--- src/rtl/apb_wrr_arbiter.sv ---
// apb_wrr_arbiter: weighted round-robin arbiter between an APB write path
// and an APB read path. Each side owns a 4-bit credit that is spent one per
// completed transfer; the priority bit moves to the other side when the
// credit runs out, or when the other side has nothing pending.
//
// Optional build macro: APB_ARB_WATCHDOG_EN
//   defined   - a 16-bit watchdog aborts a busy state that sees no done
//               within TimeoutCycles enabled cycles.
//   undefined - no watchdog, abort is held at 0.
//
// Handshake: req is a level meaning "a complete transfer is ready". A grant
// is held from the cycle after the deciding edge until the edge that samples
// done=1. Request changes are ignored while a grant is held.

module apb_wrr_arbiter #(
  parameter int WWeight       = 2,
  parameter int RWeight       = 2,
  parameter int TimeoutCycles = 256
) (
  input  logic       a_clk,
  input  logic       a_reset_n,
  input  logic       p_clk_en,
  input  logic       w_req,
  input  logic       r_req,
  input  logic       done,
  output logic       w_grant,
  output logic       r_grant,
  output logic       abort,
  output logic [1:0] state_dbg
);

  // Reject illegal parameter values at elaboration time.
  if (WWeight < 1 || WWeight > 15 || RWeight < 1 || RWeight > 15 ||
      TimeoutCycles < 2 || TimeoutCycles > 65535) begin : g_param_check
    $error("apb_wrr_arbiter: parameter out of legal range");
  end

  typedef enum logic [1:0] {
    IDLE  = 2'd0,
    WBUSY = 2'd1,
    RBUSY = 2'd2
  } state_t;

  localparam logic [3:0] WLoad = 4'(WWeight);
  localparam logic [3:0] RLoad = 4'(RWeight);

  state_t     state_q, state_d;
  logic       prio_w_q, prio_w_d;    // 1: write side wins a tie
  logic [3:0] w_cred_q, w_cred_d;
  logic [3:0] r_cred_q, r_cred_d;
  logic [3:0] w_dec, r_dec;          // credit after spending one, floored at 0
  logic       timeout;

  assign w_dec = (w_cred_q != 4'd0) ? (w_cred_q - 4'd1) : 4'd0;
  assign r_dec = (r_cred_q != 4'd0) ? (r_cred_q - 4'd1) : 4'd0;

`ifdef APB_ARB_WATCHDOG_EN
  localparam logic [15:0] WdLast = 16'(TimeoutCycles - 1);

  logic [15:0] wd_q, wd_d;
  logic        abort_q;

  // A done in the same cycle as the limit wins, so timeout requires !done.
  assign timeout = (state_q != IDLE) && p_clk_en && !done && (wd_q == WdLast);

  // Watchdog count: zero while idle so it starts clean on entry to busy.
  always_comb begin
    wd_d = wd_q;
    if (state_q == IDLE) begin
      wd_d = 16'd0;
    end else if (p_clk_en) begin
      wd_d = wd_q + 16'd1;
    end
  end

  // Watchdog and abort pulse registers.
  always_ff @(posedge a_clk or negedge a_reset_n) begin
    if (!a_reset_n) begin
      wd_q    <= 16'd0;
      abort_q <= 1'b0;
    end else begin
      wd_q    <= wd_d;
      abort_q <= timeout;
    end
  end

  assign abort = abort_q;
`else
  assign timeout = 1'b0;
  assign abort   = 1'b0;
`endif

  // State, priority and credit registers.
  always_ff @(posedge a_clk or negedge a_reset_n) begin
    if (!a_reset_n) begin
      state_q  <= IDLE;
      prio_w_q <= 1'b1;
      w_cred_q <= WLoad;
      r_cred_q <= RLoad;
    end else begin
      state_q  <= state_d;
      prio_w_q <= prio_w_d;
      w_cred_q <= w_cred_d;
      r_cred_q <= r_cred_d;
    end
  end

  // Next-state, priority and credit update.
  always_comb begin
    state_d  = state_q;
    prio_w_d = prio_w_q;
    w_cred_d = w_cred_q;
    r_cred_d = r_cred_q;
    case (state_q)
      IDLE: begin
        if (p_clk_en) begin
          if (w_req && (!r_req || prio_w_q)) begin
            state_d = WBUSY;
          end else if (r_req) begin
            state_d = RBUSY;
          end
        end
      end
      WBUSY: begin
        if (done) begin
          state_d  = IDLE;
          w_cred_d = w_dec;
          if (w_dec == 4'd0 || !r_req) begin
            prio_w_d = 1'b0;
            r_cred_d = RLoad;
          end
        end
      end
      RBUSY: begin
        if (done) begin
          state_d  = IDLE;
          r_cred_d = r_dec;
          if (r_dec == 4'd0 || !w_req) begin
            prio_w_d = 1'b1;
            w_cred_d = WLoad;
          end
        end
      end
      default: state_d = IDLE;
    endcase
    if (timeout) begin
      state_d  = IDLE;
      prio_w_d = !prio_w_q;
      w_cred_d = WLoad;
      r_cred_d = RLoad;
    end
  end

  // Outputs decode straight from the state register.
  always_comb begin
    w_grant   = (state_q == WBUSY);
    r_grant   = (state_q == RBUSY);
    state_dbg = state_q;
  end

endmodule

--- config.mk ---
export PLATFORM = sky130hd
export DESIGN_NAME = apb_wrr_arbiter
export DESIGN_NICKNAME = d
export VERILOG_FILES = /design/src/rtl/apb_wrr_arbiter.sv
export SDC_FILE = /design/constraint.sdc
export NUM_CORES = 1
export LEC_CHECK = 0
export ABC_AREA = 0
export BUFFER_PORTS_ARGS = -buffer_cell sky130_fd_sc_hd__buf_4
export CAP_MARGIN = 15
export CORE_UTILIZATION = 55
export CTS_BUF_LIST = sky130_fd_sc_hd__clkbuf_4 sky130_fd_sc_hd__clkbuf_8 sky130_fd_sc_hd__clkbuf_16
export CTS_CLUSTER_SIZE = 8
export DETAILED_ROUTE_END_ITERATION = 7
export HOLD_SLACK_MARGIN = 0.02
export PLACE_DENSITY = 0.77
export SLEW_MARGIN = 20
export SYNTH_ARGS = -nofsm -noshare
export SYNTH_HDL_FRONTEND = slang
export SYNTH_SLANG_ARGS = --single-unit
--- constraint.sdc ---
create_clock -name a_clk -period 3.15 [get_ports a_clk]
set_clock_uncertainty 0.15 [all_clocks]
set_input_delay 0.315 -clock a_clk [delete_from_list [all_inputs] [get_ports a_clk]]
set_output_delay 0.315 -clock a_clk [all_outputs]
set_load 0.005 [all_outputs]
# Word level (Yosys, flattened, before mapping)
# Cells that the tools add are included.
dict set report classes {
  eq_ne 9
  addsub 2
  muxes 20
  reduce_logical 17
}
# operator count
set op_table {}
lappend op_table {{$mux W4} 8}
lappend op_table {{$pmux W4 S2} 2}
lappend op_table {{$logic_not A4 Y1} 2}
lappend op_table {{$mux W2} 4}
lappend op_table {{$reduce_and A4 Y1} 2}
lappend op_table {{$reduce_bool A4 Y1} 2}
lappend op_table {{$sub A4 B1 Y4 const B} 2}
lappend op_table {{$ne A2 B1 Y1 const B} 3}
lappend op_table {{$ne A2 B2 Y1 const B} 3}
lappend op_table {{$reduce_and A5 Y1} 1}
lappend op_table {{$mux W1} 4}
lappend op_table {{$pmux W2 S2} 1}
lappend op_table {{$logic_or A1 B1 Y1} 3}
lappend op_table {{$ne A3 B3 Y1 const B} 1}
lappend op_table {{$reduce_and A3 Y1} 1}
lappend op_table {{$eq A2 B1 Y1 const B} 1}
lappend op_table {{$eq A2 B2 Y1 const B} 1}
lappend op_table {{$logic_not A1 Y1} 2}
lappend op_table {{$logic_not A2 Y1} 1}
lappend op_table {{$pmux W1 S2} 1}
lappend op_table {{$reduce_bool A2 Y1} 1}
lappend op_table {{$reduce_or A2 Y1} 1}
lappend op_table {{$logic_and A1 B1 Y1} 1}
dict set report word_totals {
  word_cells 52
  ff_bits 11
  in_bits 6
  out_inout_bits 5
}

# Logic depth before layout (Yosys ltp)
dict set report depth {
  ltp_word 7
  ltp_mapped 7
  ltp_nobuf 7
}

# Least setup slack after synthesis
# Ideal clock, no wire load.
dict set report synth_path {
  path_type {register -> register}
  startpoint {reg r_cred_q[1]}
  endpoint {reg w_cred_q[0]}
  setup_ps 125
  n_path_buf 0
  stages_incl_launch_ff 8
  arrival_time_ps 1696
  t_required_ps 2875
  setup_slack_ps 1179
  period_less_slack_ps 1971
  path_cell_list {dfstp_2 -> inv_1 -> ha_1 -> nand2_1 -> a211oi_2 -> o21ai_1 -> a21boi_2 -> mux2_2}
}
dict set report synth_between {
  elab_chain_cells 6
  elab_cells_between_ends 7
  classes_between {add/sub: 1; eq/ne: 1; mux: 1; reduce/logical: 4}
}
# item line_no
set synth_rtl {}
lappend synth_rtl {{from (decl)} 50} ;# logic [3:0] r_cred_q, r_cred_d;
lappend synth_rtl {{from (signal assigned)} 99} ;# r_cred_q <= RLoad;
lappend synth_rtl {{from (signal assigned)} 104} ;# r_cred_q <= r_cred_d;
lappend synth_rtl {{$sub A4 B1 Y4 / $reduce_bool A4 Y1 (equally long branches)} 55} ;# assign r_dec = (r_cred_q != 4'd0) ? (r_cred_q - 4'd1) : 4'd0;
lappend synth_rtl {{$mux W4 *} 55}
lappend synth_rtl {{$logic_not A4 Y1 *} 138} ;# if (r_dec == 4'd0 || !w_req) begin
lappend synth_rtl {{$logic_or A1 B1 Y1 *} 138}
lappend synth_rtl {{$ne A2 B1 Y1 (no source line) *} -}
lappend synth_rtl {{$reduce_and A4 Y1 (no source line) *} -}
lappend synth_rtl {{to (signal assigned)} 98} ;# w_cred_q <= WLoad;
lappend synth_rtl {{to (signal assigned)} 103} ;# w_cred_q <= w_cred_d;
lappend synth_rtl {{to (decl)} 49} ;# logic [3:0] w_cred_q, w_cred_d;
# Every way passes the cells marked *; elsewhere a longest branch is shown, timed or not.
# A chain may end at the register's enable or synchronous reset.

# Worst setup path after layout
# Same ends and word-level chain as after synthesis.

==> flow_results.xml <==
<?xml version="1.0" encoding="UTF-8"?>
<metrics>
  <group name="run_status">
    <metric name="outcome" unit="">finished, final reports clean</metric>
  </group>
  <group name="floorplanning">
    <metric name="io_pins" unit="">11</metric>
    <metric name="die_h" unit="um">39.1</metric>
    <metric name="count_of_standard_cell_rows" unit="">13</metric>
    <metric name="core_area" unit="um^2">1280</metric>
    <metric name="dieWidth" unit="um">39.1</metric>
    <metric name="die_area" unit="um^2">1530</metric>
    <metric name="floorplan.initialDensity" unit="%">59.0</metric>
  </group>
  <group name="yosys">
    <metric name="ys_warn_count" unit="">0</metric>
    <metric name="synth_top_family_by_area" unit="">compound AO/OA/AOI/OAI gates</metric>
    <metric name="netlist_instances" unit="">81</metric>
    <metric name="synth.area.top_cells" unit="">sky130_fd_sc_hd__dfrtp_1, sky130_fd_sc_hd__dfstp_2, sky130_fd_sc_hd__ha_1</metric>
    <metric name="syn_area" unit="um^2">758</metric>
    <metric name="synthXorXnorAreaFrac" unit="%">0</metric>
    <metric name="post_synth_simple_gate_area" unit="%">16.8</metric>
    <metric name="yosys-top-cells-count" unit="">sky130_fd_sc_hd__inv_1, sky130_fd_sc_hd__dfrtp_1, sky130_fd_sc_hd__nand2_1</metric>
    <metric name="synth.most_common_cell" unit="">sky130_fd_sc_hd__inv_1</metric>
    <metric name="synth_edf_count" unit="">0</metric>
    <metric name="synth_top_cell_area_share" unit="%">26.4</metric>
    <metric name="number_of_flip_flops_and_latches_in_the_synthesized_netlist" unit="">11</metric>
    <metric name="syn-num-nets" unit="">92</metric>
    <metric name="post_synth_top_area_cell" unit="">sky130_fd_sc_hd__dfrtp_1</metric>
    <metric name="synth_adder_area_share" unit="%">8.25</metric>
    <metric name="synthesized_area_divided_by_synthesized_cell_count" unit="um^2">9.36</metric>
    <metric name="post_synth_mux_area_share" unit="%">2.97</metric>
    <metric name="sequential_to_total_area_share_from_yosys_stat" unit="%">36.8</metric>
    <metric name="distinct_cell_type_count_after_synthesis" unit="">37</metric>
    <metric name="synth_compound_area_share" unit="%">27.7</metric>
    <metric name="synth_async_sr_flop_share" unit="%">100</metric>
    <metric name="dominantRegCellSynth" unit="">sky130_fd_sc_hd__dfrtp_1</metric>
  </group>
  <group name="pwr">
    <metric name="power.static_leakage" unit="uW">0.000395</metric>
    <metric name="share_clk_of_total_power" unit="%">13.3</metric>
    <metric name="power.switching" unit="uW">326</metric>
    <metric name="combinational_share_of_power" unit="%">53.1</metric>
    <metric name="power.switching_fraction" unit="%">41.2</metric>
    <metric name="powerDensity" unit="nW/um^2">906</metric>
    <metric name="design_power_total" unit="uW">791</metric>
    <metric name="max-vdd-ir-drop" unit="mV">0.552</metric>
    <metric name="internal-power" unit="uW">465</metric>
    <metric name="pwr-share-seq" unit="%">33.7</metric>
  </group>
  <group name="cells_and_area">
    <metric name="stdcell_count" unit="">108</metric>
    <metric name="fill_cells" unit="">99</metric>
    <metric name="numnets_final" unit="">105</metric>
    <metric name="area_growth" unit="%">15.2</metric>
    <metric name="proportion_of_layout_cells_with_a_drive_suffix_above_1" unit="%">25.8</metric>
    <metric name="sequential_cell_area" unit="um^2">279</metric>
    <metric name="num_antenna_cells" unit="">0</metric>
    <metric name="multi_input_area" unit="um^2">427</metric>
  </group>
  <group name="sta">
    <metric name="final_hold_viol_count" unit="">0</metric>
    <metric name="worst_hold_slack" unit="ns">0.189</metric>
    <metric name="setup_viol" unit="">0</metric>
    <metric name="layout_setup_ws" unit="ns">1.05</metric>
    <metric name="slew_violations" unit="">0</metric>
    <metric name="rsz0062_at_grt" unit="">no</metric>
    <metric name="timing.setup.tns" unit="ns">0</metric>
    <metric name="final_period_demand_of_the_worst_path" unit="ns">2.10</metric>
    <metric name="achievable-frequency" unit="GHz">0.475</metric>
    <metric name="fin_crit_share" unit="%">66.8</metric>
  </group>
  <group name="detailed_routing">
    <metric name="first_iter_violations" unit="">2</metric>
    <metric name="wl_per_cell" unit="um">13.7</metric>
    <metric name="detail_route.vias_per_cell" unit="">5.84</metric>
    <metric name="route.final.wire_length" unit="um">1480</metric>
    <metric name="via_count" unit="">631</metric>
    <metric name="drc_errors" unit="">0</metric>
    <metric name="drt_pre_antenna_iters" unit="">3</metric>
    <metric name="drt.antenna.violating_nets" unit="">0</metric>
  </group>
  <group name="placement">
    <metric name="numPlacedInstances" unit="">103</metric>
    <metric name="place.port_buffers" unit="">9</metric>
    <metric name="dp.final_hpwl" unit="um">1160</metric>
    <metric name="place_worst_setup_slack" unit="ns">1.04</metric>
    <metric name="gp_congestion" unit="">0.708</metric>
  </group>
  <group name="critical_path">
    <metric name="timing.critical_path.arrival" unit="ns">2.10</metric>
    <metric name="critical_path_peak_fanout" unit="">3</metric>
    <metric name="timing.critical_path.required" unit="ns">3.15</metric>
    <metric name="regToRegSetupSlack" unit="ns">1.05</metric>
    <metric name="timing.critical_path.from_type" unit="">register</metric>
    <metric name="timing.critical_path.to_type" unit="">register</metric>
    <metric name="timing_worst_setup_path_type" unit="">register to register</metric>
  </group>
  <group name="global_routing">
    <metric name="globalRoute.totalOverflow" unit="">0</metric>
    <metric name="antenna_found_initial" unit="">0</metric>
    <metric name="groute.usage.overall" unit="%">22.3</metric>
    <metric name="grt_max_degree" unit="">15</metric>
    <metric name="first_global_vias" unit="">553</metric>
    <metric name="grt_pass1_wl" unit="um">2300</metric>
  </group>
  <group name="worst_hold_path">
    <metric name="hp-class" unit="">input port to register</metric>
  </group>
  <group name="clock_tree">
    <metric name="htreeDepth" unit="">1</metric>
    <metric name="clock_latency" unit="ns">0.26</metric>
    <metric name="numCtsBuffers" unit="">3</metric>
    <metric name="clkSinkCount" unit="">11</metric>
    <metric name="root_buffer_cell" unit="">sky130_fd_sc_hd__clkbuf_4</metric>
    <metric name="cts_max_path_buffers" unit="">2</metric>
    <metric name="clk_pin_slew" unit="ns">0.07</metric>
    <metric name="tritoncts" unit="">built</metric>
  </group>
  <group name="flow_run">
    <metric name="max_cap_viol_count" unit="">0</metric>
  </group>
</metrics>
-- state kept, by name (all words and copies together) (netlist names) --
| register | cells |
|---|---|
| prio_w_q | 1 |
| state_dbg | 2 |
| r_cred_q | 4 |
| w_cred_q | 4 |
-- logic make-up after synthesis --
| logic type | after synthesis |
|---|---|
| buffers and inverters | 13 |
| AO/OA/AOI/OAI | 24 |
| flip-flops | 11 |
| adder cells (fa/ha/maj) | 5 |
| other | 1 |
| AND/OR/NAND/NOR | 25 |
| multiplexers | 2 |
-- metrics by stage --
stage                     cell area (um^2)  util, %
after floorplan                        758        -
after global placement                 833     64.8
after detailed placement               833     64.8
after CTS                              873     68.0
after global routing                   873     68.0
final                                  873     68.0
-- placed cells by master (no fill, tap or decap), types with 3 or more instances in the layout --
cell type / instances
sky130_fd_sc_hd__ha_1: 5
sky130_fd_sc_hd__dfrtp_1: 8
sky130_fd_sc_hd__clkbuf_4: 4
sky130_fd_sc_hd__nand2_1: 8
sky130_fd_sc_hd__buf_4: 9
sky130_fd_sc_hd__o21ai_0: 5
sky130_fd_sc_hd__dfstp_2: 3
sky130_fd_sc_hd__inv_1: 11
sky130_fd_sc_hd__nor2_1: 4
sky130_fd_sc_hd__nor3_1: 4
-- area by class of cell --
class                           instances  area share, %
Sequential cell                        11           31.9
Inverter                               11           4.73
Clock buffer                            4           3.44
Tap cell                               15           2.15
Multi-Input combinational cell         57           48.9
Timing Repair Buffer                   10           8.88
-- per-layer routing --
| layer | global-route usage [%] | wire length, um | part of all wire [%] |
|---|---|---|---|
| met1 | 28.1 | 658 | 45 |
| met2 | 35.8 | 759 | 51 |
| met3 | 4.05 | 32 | 2.2 |
| met4 | 11.2 | 24 | 1.6 |
| met5 | 0 | 0 | 0 |
-- worst max-delay path, cell delays in order, from the launching register on --
cell	delay, ns
sky130_fd_sc_hd__dfstp_2	0.53
sky130_fd_sc_hd__inv_1	0.05
sky130_fd_sc_hd__ha_1	0.29
sky130_fd_sc_hd__nand2_1	0.07
sky130_fd_sc_hd__a211oi_2	0.21
sky130_fd_sc_hd__o21ai_1	0.12
sky130_fd_sc_hd__a21boi_2	0.22
sky130_fd_sc_hd__mux2_2	0.35
-- repair_timing --
action                                 4_1_cts  5_1_grt
buffers inserted                             0        0
gates resized for setup                      0        0
endpoints found under the hold margin       11        0
hold buffers                                 1        0
-- final timing paths --
| kind | startpoint | endpoint | cells after the start |
|---|---|---|---|
| max in group asynchronous | a_reset_n | r_cred_q[1]$_DFFE_PN1P_ | 2 |
| worst min register to register | r_cred_q[1]$_DFFE_PN1P_ | r_cred_q[1]$_DFFE_PN1P_ | 2 |
| min in group asynchronous | a_reset_n | w_cred_q[2]$_DFFE_PN0P_ | 2 |
| worst max-delay path | r_cred_q[1]$_DFFE_PN1P_ | w_cred_q[0]$_DFFE_PN0P_ | 7 |
| worst max register to register | r_cred_q[1]$_DFFE_PN1P_ | w_cred_q[0]$_DFFE_PN0P_ | 7 |
| worst min-delay path | w_req | state_dbg[0]$_DFFE_PN0P_ | 3 |
-- power by group through the flow --
stage                     logic [uW]  clock network [uW]  registers, uW
after floorplan                  329                   0            254
after global placement           410                   0            266
after detailed placement         421                   0            269
after CTS                        423                 108            266
after global routing             470                 113            274
final                            420                 105            266
No activity file was read; power rests on OpenSTA's default activity.
